===== config.mk =====
export PLATFORM = sky130hd
export DESIGN_NAME = reg_operand_fetch
export DESIGN_NICKNAME = d
export VERILOG_FILES = /design/src/rtl/reg_operand_fetch_pkg.sv /design/src/rtl/reg_operand_fetch_fifo.sv /design/src/rtl/reg_operand_fetch.sv
export SDC_FILE = /design/constraint.sdc
export NUM_CORES = 1
export LEC_CHECK = 0
export CAP_MARGIN = 20
export CORE_MARGIN = 2
export CORE_UTILIZATION = 30
export CTS_BUF_LIST = sky130_fd_sc_hd__clkbuf_4
export CTS_CLUSTER_DIAMETER = 150
export CTS_CLUSTER_SIZE = 16
export DETAILED_ROUTE_END_ITERATION = 12
export SLEW_MARGIN = 25
export SYNTH_ARGS = -nofsm -noshare
export SYNTH_HDL_FRONTEND = slang
export SYNTH_HIERARCHICAL = 1
export SYNTH_SLANG_ARGS = --single-unit

===== constraint.sdc =====
create_clock -name clk -period 5 [get_ports clk]
set_input_delay 1 -clock clk [delete_from_list [all_inputs] [get_ports clk]]
set_output_delay 1 -clock clk [all_outputs]
set_load 0.03 [all_outputs]

===== src/rtl/reg_operand_fetch_pkg.sv =====
// Shared definitions for the register operand fetch unit.
// Holds the register bank geometry, the default tag and buffer sizes, and the
// forwarding helper used when the FETCH_BYPASS_EN build option is enabled.
package reg_operand_fetch_pkg;

    localparam int REG_ADDR_W         = 5;
    localparam int REG_DATA_W         = 32;
    localparam int TAG_W_DEFAULT      = 4;
    localparam int FIFO_DEPTH_DEFAULT = 2;

    typedef logic [REG_ADDR_W-1:0] regAddrT;
    typedef logic [REG_DATA_W-1:0] regDataT;

    // Picks the writeback value over the bank value when the bank is being
    // written at the very address that was read on the previous edge.
    function automatic regDataT bypassSelect(
        input logic    wbWr,
        input regAddrT wbDir,
        input regAddrT srcDir,
        input regDataT wbData,
        input regDataT bankData
    );
        if (wbWr && (wbDir == srcDir)) begin
            return wbData;
        end
        return bankData;
    endfunction

endpackage


===== src/rtl/reg_operand_fetch_fifo.sv =====
// fetch_fifo: small synchronous FIFO for operand pairs {tag, op_b, op_a}.
// The head entry is held in its own register so the consumer sees flop
// outputs; the head register is refreshed whenever the oldest entry changes.
module fetch_fifo #(
    parameter int WIDTH = 8,
    parameter int DEPTH = 2
) (
    input  logic                         clk,
    input  logic                         rst,
    input  logic                         flush,
    input  logic                         i_push,
    input  logic [WIDTH-1:0]             i_pushData,
    input  logic                         i_pop,
    output logic                         o_valid,
    output logic [$clog2(DEPTH+1)-1:0]   o_count,
    output logic [WIDTH-1:0]             o_head
);

    localparam int PTR_W = (DEPTH > 1) ? $clog2(DEPTH) : 1;
    localparam int CNT_W = $clog2(DEPTH+1);
    localparam logic [CNT_W-1:0] DEPTH_CNT = CNT_W'(DEPTH);

    logic [WIDTH-1:0] r_mem [DEPTH];
    logic [PTR_W-1:0] r_rdPtr;
    logic [PTR_W-1:0] r_wrPtr;
    logic [CNT_W-1:0] r_count;
    logic [WIDTH-1:0] r_head;

    logic             w_full;
    logic             w_empty;
    logic             w_push;
    logic             w_pop;
    logic [CNT_W-1:0] w_nextCount;
    logic [PTR_W-1:0] w_nextRdPtr;
    logic [WIDTH-1:0] w_nextHead;

    assign w_full  = (r_count == DEPTH_CNT);
    assign w_empty = (r_count == '0);

    // Pops on an empty FIFO are ignored; a push into a full FIFO only lands
    // when the same cycle frees a slot. Flush cancels both.
    assign w_pop  = i_pop & ~w_empty & ~flush;
    assign w_push = i_push & ~flush & (~w_full | w_pop);

    assign w_nextCount = r_count + CNT_W'(w_push) - CNT_W'(w_pop);
    assign w_nextRdPtr = w_pop ? (r_rdPtr + PTR_W'(1)) : r_rdPtr;

    // The new head is whichever entry sits at the next read pointer; when
    // that slot is being written this cycle the incoming data is forwarded.
    always_comb begin
        w_nextHead = r_head;
        if (w_nextCount != '0) begin
            if (w_push && (r_wrPtr == w_nextRdPtr)) begin
                w_nextHead = i_pushData;
            end else begin
                w_nextHead = r_mem[w_nextRdPtr];
            end
        end
    end

    // Storage array; no reset needed because occupancy is tracked separately.
    always_ff @(posedge clk) begin
        if (w_push) begin
            r_mem[r_wrPtr] <= i_pushData;
        end
    end

    // Pointers, occupancy and head register; reset and flush empty the FIFO.
    always_ff @(posedge clk) begin
        if (rst || flush) begin
            r_rdPtr <= '0;
            r_wrPtr <= '0;
            r_count <= '0;
            r_head  <= '0;
        end else begin
            r_rdPtr <= w_nextRdPtr;
            if (w_push) begin
                r_wrPtr <= r_wrPtr + PTR_W'(1);
            end
            r_count <= w_nextCount;
            r_head  <= w_nextHead;
        end
    end

    assign o_valid = ~w_empty;
    assign o_count = r_count;
    assign o_head  = r_head;

endmodule


===== src/rtl/reg_operand_fetch.sv =====
// reg_operand_fetch: read-side initiator for the 32x32 register bank.
// Accepts operand requests, issues bank reads, captures doa/dob one cycle
// later and buffers the pairs for the execute stage. Requests are only
// accepted when buffer space is guaranteed (credit = FIFO_DEPTH).
// Build option FETCH_BYPASS_EN: forward a same-cycle writeback into the
// captured operands when it targets the address that was just read.
module reg_operand_fetch
    import reg_operand_fetch_pkg::*;
#(
    parameter int TAG_W      = TAG_W_DEFAULT,
    parameter int FIFO_DEPTH = FIFO_DEPTH_DEFAULT
) (
    input  logic                  clk,
    input  logic                  rst,
    input  logic                  flush,
    input  logic                  req_valid,
    output logic                  req_ready,
    input  logic [REG_ADDR_W-1:0] req_dir_a,
    input  logic [REG_ADDR_W-1:0] req_dir_b,
    input  logic [TAG_W-1:0]      req_tag,
    output logic [REG_ADDR_W-1:0] dir_a,
    output logic [REG_ADDR_W-1:0] dir_b,
    output logic                  reg_rd,
    input  logic [REG_DATA_W-1:0] doa,
    input  logic [REG_DATA_W-1:0] dob,
    input  logic                  wb_wr,
    input  logic [REG_ADDR_W-1:0] wb_dir,
    input  logic [REG_DATA_W-1:0] wb_data,
    output logic                  op_valid,
    input  logic                  op_ready,
    output logic [REG_DATA_W-1:0] op_a,
    output logic [REG_DATA_W-1:0] op_b,
    output logic [TAG_W-1:0]      op_tag
);

    localparam int CNT_W   = $clog2(FIFO_DEPTH+1);
    localparam int OCC_W   = CNT_W + 1;
    localparam int ENTRY_W = TAG_W + 2*REG_DATA_W;
    localparam logic [OCC_W-1:0] DEPTH_OCC = OCC_W'(FIFO_DEPTH);

    logic               r_inflight;
    logic [TAG_W-1:0]   r_tag;

    logic               w_fire;
    logic               w_pop;
    logic               w_push;
    logic               w_fifoValid;
    logic [CNT_W-1:0]   w_fifoCount;
    logic [OCC_W-1:0]   w_occupancy;
    regDataT            w_opA;
    regDataT            w_opB;
    logic [ENTRY_W-1:0] w_pushData;
    logic [ENTRY_W-1:0] w_head;

    // Credit check: buffered entries plus the pending capture, less any pair
    // leaving this cycle, must leave room for one more.
    assign w_pop       = w_fifoValid & op_ready;
    assign w_occupancy = {1'b0, w_fifoCount} + OCC_W'(r_inflight) - OCC_W'(w_pop);
    assign req_ready   = ~rst & ~flush & (w_occupancy < DEPTH_OCC);
    assign w_fire      = req_valid & req_ready;

    assign reg_rd = w_fire;
    assign dir_a  = w_fire ? req_dir_a : '0;
    assign dir_b  = w_fire ? req_dir_b : '0;

`ifdef FETCH_BYPASS_EN
    regAddrT r_dirA;
    regAddrT r_dirB;

    // Remember the read addresses so a writeback landing in the capture
    // cycle can be matched against them.
    always_ff @(posedge clk) begin
        if (rst) begin
            r_dirA <= '0;
            r_dirB <= '0;
        end else if (w_fire) begin
            r_dirA <= req_dir_a;
            r_dirB <= req_dir_b;
        end
    end

    assign w_opA = bypassSelect(wb_wr, wb_dir, r_dirA, wb_data, doa);
    assign w_opB = bypassSelect(wb_wr, wb_dir, r_dirB, wb_data, dob);
`else
    logic w_unusedWb;

    assign w_unusedWb = ^{wb_wr, wb_dir, wb_data};
    assign w_opA      = doa;
    assign w_opB      = dob;
`endif

    // In-flight flag and tag track the read issued last cycle; reset and
    // flush discard it so its data is never pushed.
    always_ff @(posedge clk) begin
        if (rst) begin
            r_inflight <= 1'b0;
            r_tag      <= '0;
        end else if (flush) begin
            r_inflight <= 1'b0;
        end else begin
            r_inflight <= w_fire;
            if (w_fire) begin
                r_tag <= req_tag;
            end
        end
    end

    assign w_push     = r_inflight & ~flush;
    assign w_pushData = {r_tag, w_opB, w_opA};

    fetch_fifo #(
        .WIDTH (ENTRY_W),
        .DEPTH (FIFO_DEPTH)
    ) u_fetchFifo (
        .clk        (clk),
        .rst        (rst),
        .flush      (flush),
        .i_push     (w_push),
        .i_pushData (w_pushData),
        .i_pop      (w_pop),
        .o_valid    (w_fifoValid),
        .o_count    (w_fifoCount),
        .o_head     (w_head)
    );

    assign op_valid = w_fifoValid;
    assign op_a     = w_head[REG_DATA_W-1:0];
    assign op_b     = w_head[2*REG_DATA_W-1:REG_DATA_W];
    assign op_tag   = w_head[ENTRY_W-1:2*REG_DATA_W];

endmodule


==> results of run 1 <==
-- logic make-up (layout without fill, tap and decap cells) --
group	after synthesis	after routing	synth area share, %
AO/OA/AOI/OAI	81	81	9.79
AND/OR/NAND/NOR	107	107	6.41
other	0	1	0
flip-flops	213	213	68.6
multiplexers	68	68	8.30
XOR/XNOR	8	8	0.854
buffers and inverters	103	271	5.52
adder cells (fa/ha/maj)	3	3	0.549
-- how the worst min path moves through the flow --
stage                                start                        to
floorplan                         r_tag[0]  u_fetchFifo/r_mem[0][64]
global placement     u_fetchFifo/o_head[2]     u_fetchFifo/o_head[2]
detailed placement  u_fetchFifo/o_head[53]    u_fetchFifo/o_head[53]
CTS                  u_fetchFifo/o_head[2]     u_fetchFifo/o_head[2]
global route        u_fetchFifo/o_head[60]    u_fetchFifo/o_head[60]
finish                            r_tag[0]  u_fetchFifo/r_mem[1][64]
-- area by class of cell --
cell class	instances	area [um^2]
Clock buffer	25	188
Timing Repair Buffer	174	1790
Tap cell	341	427
Fill cell	2564	16400
Inverter	71	267
Antenna cell	1	2.50
Multi-Input combinational cell	267	2170
Clock inverter	1	16.3
Sequential cell	213	5630
-- layer usage --
metal	GRT usage, %	up-vias	wire length, um
li1	-	2450	-
met1	16.4	2333	8160
met2	20.9	129	8180
met3	3.06	23	1010
met4	2.86	0	418
met5	0	-	0
-- sequential cells by signal (all words and copies together) (netlist names) --
| name | cells |
|---|---|
| u_fetchFifo/o_count | 2 |
| r_inflight | 1 |
| r_tag | 4 |
| u_fetchFifo/r_mem | 136 |
| u_fetchFifo/o_head | 68 |
| u_fetchFifo/r_rdPtr | 1 |
| u_fetchFifo/r_wrPtr | 1 |
-- power breakdown --
| part | internal, mW | total, mW | switching [mW] |
|---|---|---|---|
| logic | 0.0884 | 0.172 | 0.0837 |
| registers | 1.88 | 1.89 | 0.00599 |
| clock network | 0.233 | 0.771 | 0.538 |
| total | 2.20 | 2.83 | 0.628 |
-- metrics by stage --
step | setup TNS, ps | power (mW) | setup slack, ps | utilization, % | area [um^2]
4_1_cts | 0 | 2.89 | 18.3 | 38.8 | 10400
6_report | 0 | 2.83 | 209 | 39.0 | 10500
3_3_place_gp | 0 | 2.10 | 184 | 38.1 | 10200
2_1_floorplan | 0 | 1.99 | 695 | - | 8210
3_5_place_dp | 0 | 2.10 | 153 | 38.1 | 10200
5_1_grt | -71.5 | 2.96 | -26.6 | 39.0 | 10500
-- synth_stat cells, drive strengths merged --
library cell,number
xor2,1
a21oi,5
nand2b,2
nor2,9
or2,2
or4,1
nor2b,2
o221ai,68
nand3,4
inv,71
dfxtp,77
fa,1
and2,2
nor3b,2
buf,23
and4bb,1
or3,1
nor4b,1
clkbuf,9
o21ai,6
and3,11
a32oi,1
edfxtp,136
o211ai,1
nand4bb,1
nand2,68
ha,2
xnor2,7
mux2i,68
-- placed cells by master, fill, tap and decap left out, types with 2 or more instances in the layout --
master / instances
or2_2: 2
o221ai_1: 48
ha_1: 2
o21ai_0: 6
o221ai_2: 20
edfxtp_1: 136
clkbuf_4: 25
buf_4: 7
xnor2_1: 6
dfxtp_1: 77
nand2_1: 68
mux2i_1: 68
nor2_1: 7
and3_2: 10
a21oi_1: 4
inv_1: 71
nor2b_1: 2
clkdlybuf4s50_1: 156
buf_12: 3
dlymetal6s2s_1: 7
nand3_1: 4
-- critical path, cell delays in order --
cell	delay, ps
clkdlybuf4s50_1	450
and2_1	190
ha_1	250
nand2b_1	160
fa_1	550
and4bb_4	340
and3_2	190
clkdlybuf4s50_1	660
==> summary.txt, run 1 <==
Synthesis
  • Mapped Nets: about 700
  • Ys Warns: 6
  • Register area share after synthesis: 68.6%
  • Count of distinct cell types in the synthesized netlist: 37
  • Largest cells by area after synthesis: edfxtp_1, dfxtp_1, mux2i_1
  • Post-synthesis cell area: approximately 0.0082 mm^2
  • Cell taking the most area after synthesis: edfxtp_1
  • Cells after synthesis: 583
  • Number of flip-flops and latches in the synthesized netlist: 213
  • Area share of the largest cell type after synthesis: about 50%
  • Avg Inst Size Synth: 14.1 um^2

Power
  • Leakage dissipation: ~4.2 nW
  • P per Cell Area: between 200 and 300 mW/mm^2
  • Maximum vdd ir drop: 0.192 mV

Job
  • Max-capacitance violation count: 0

Critical path
  • Type of element launching the critical path: input pin
  • Endpoint of the most critical setup path: dir_b[3]
  • Crit path capture type: output port
  • Required @ worst endpoint: 4000 ps
  • Reg-to-Reg Start: u_fetchFifo/o_count[1]
  • Setup crit start: op_ready
  • Category of the most critical setup path: input pin to output port
  • Worst endpoint data arrival time: 3790 ps
  • RR Endpoint: u_fetchFifo/o_head[3]
  • Worst-path maximum fanout: 14
  • Cells on worst reg2reg path: 11
  • Reg2reg setup slack: 1700 ps

Placed design
  • Detailed placer's ending HPWL: 10.6 mm
  • Cell count after placement: between 1000 and 1500
  • Count of input and output buffers: around 160
  • GP Congestion: roughly 0.7

Global route
  • Maximum number of pins on one net before global-route repair: 69
  • Remaining global-route overflow: 0
  • Vias in the first global route: 5194
  • Global Route Usage Sum: 12.5%
  • Global-route wire length before repair: 28.6 mm
  • Antenna violations before repair: 1

STA
  • Clock period minus final worst setup slack: approximately 4800 ps
  • Highest achievable clock rate: roughly 0.21 GHz
  • Final hold violations: 0
  • Number of pins with negative max-slew slack in the final report: 0
  • Setup skew after layout: about 65 ps
  • Slew at the pin closest to its max-slew limit: 845 ps
  • Total of endpoints with negative setup slack in the final report: 0
  • Worst-case hold slack: 470 ps
  • Max transition margin: 43.7%
  • Final cycle utilization of the critical path: 95.8%

Floorplan
  • DIE HEIGHT: 169 um
  • Die X: 169 um
  • Overall die area: ~0.029 mm^2
  • Initial cell density of the core: between 30% and 40%
  • Num ports: about 200
  • Standard-cell rows: 60
  • Area of the core region: 0.0269 mm^2

Cells and area
  • Growth of design area from synthesis to finish: 27.8%
  • Number of standard cells in the layout, taps in and fillers out: 1093
  • Fraction of layout instances using a drive strength above 1: 10.7%
  • Post-layout net count: 868

Clocking
  • Clock root cell: clkbuf_4
  • Post-cts gate resize count: 0
  • Number of hold-repair buffers added at the cts stage: 0
  • Clock tree from TritonCTS: yes
  • Setup bufs post-CTS: 0
  • Clock-pin slew of the registers on the worst-case setup and hold paths: 180 ps
  • H-Tree Depth: 1
  • Longest Clk Path Bufs: 3
  • Worst-Skew Late Latency: approximately 660 ps
  • Number of clock sinks seen by CTS: about 210
  • Clock buffer count from CTS: 17

Detailed routing
  • Final WL: 17.8 mm
  • Avg Vias per Cell: roughly 4.5
  • DRC violation count after routing: 0
  • Routed wirelength normalized by instance count: 16.3 um
  • Number of iterations in the first detailed-routing pass: 4
  • Number of routed nets with antenna violations: 0
  • First-iteration detailed-routing DRC count: 245
  • Vias: 4935

Status
  • Run status: complete, no violations

Worst hold path
  • Hold Crit Depth: 0
  • Worst hold path class: flop to flop
No activity file was read; power rests on OpenSTA's default activity.
==> inputs of run 2 (changes only) <==
CAP_MARGIN = unset   (was 20)
TNS_END_PERCENT = 30   (was unset)
==> results of run 2 <==
The final DEF is identical to that of run 1; final timing and power are the same.
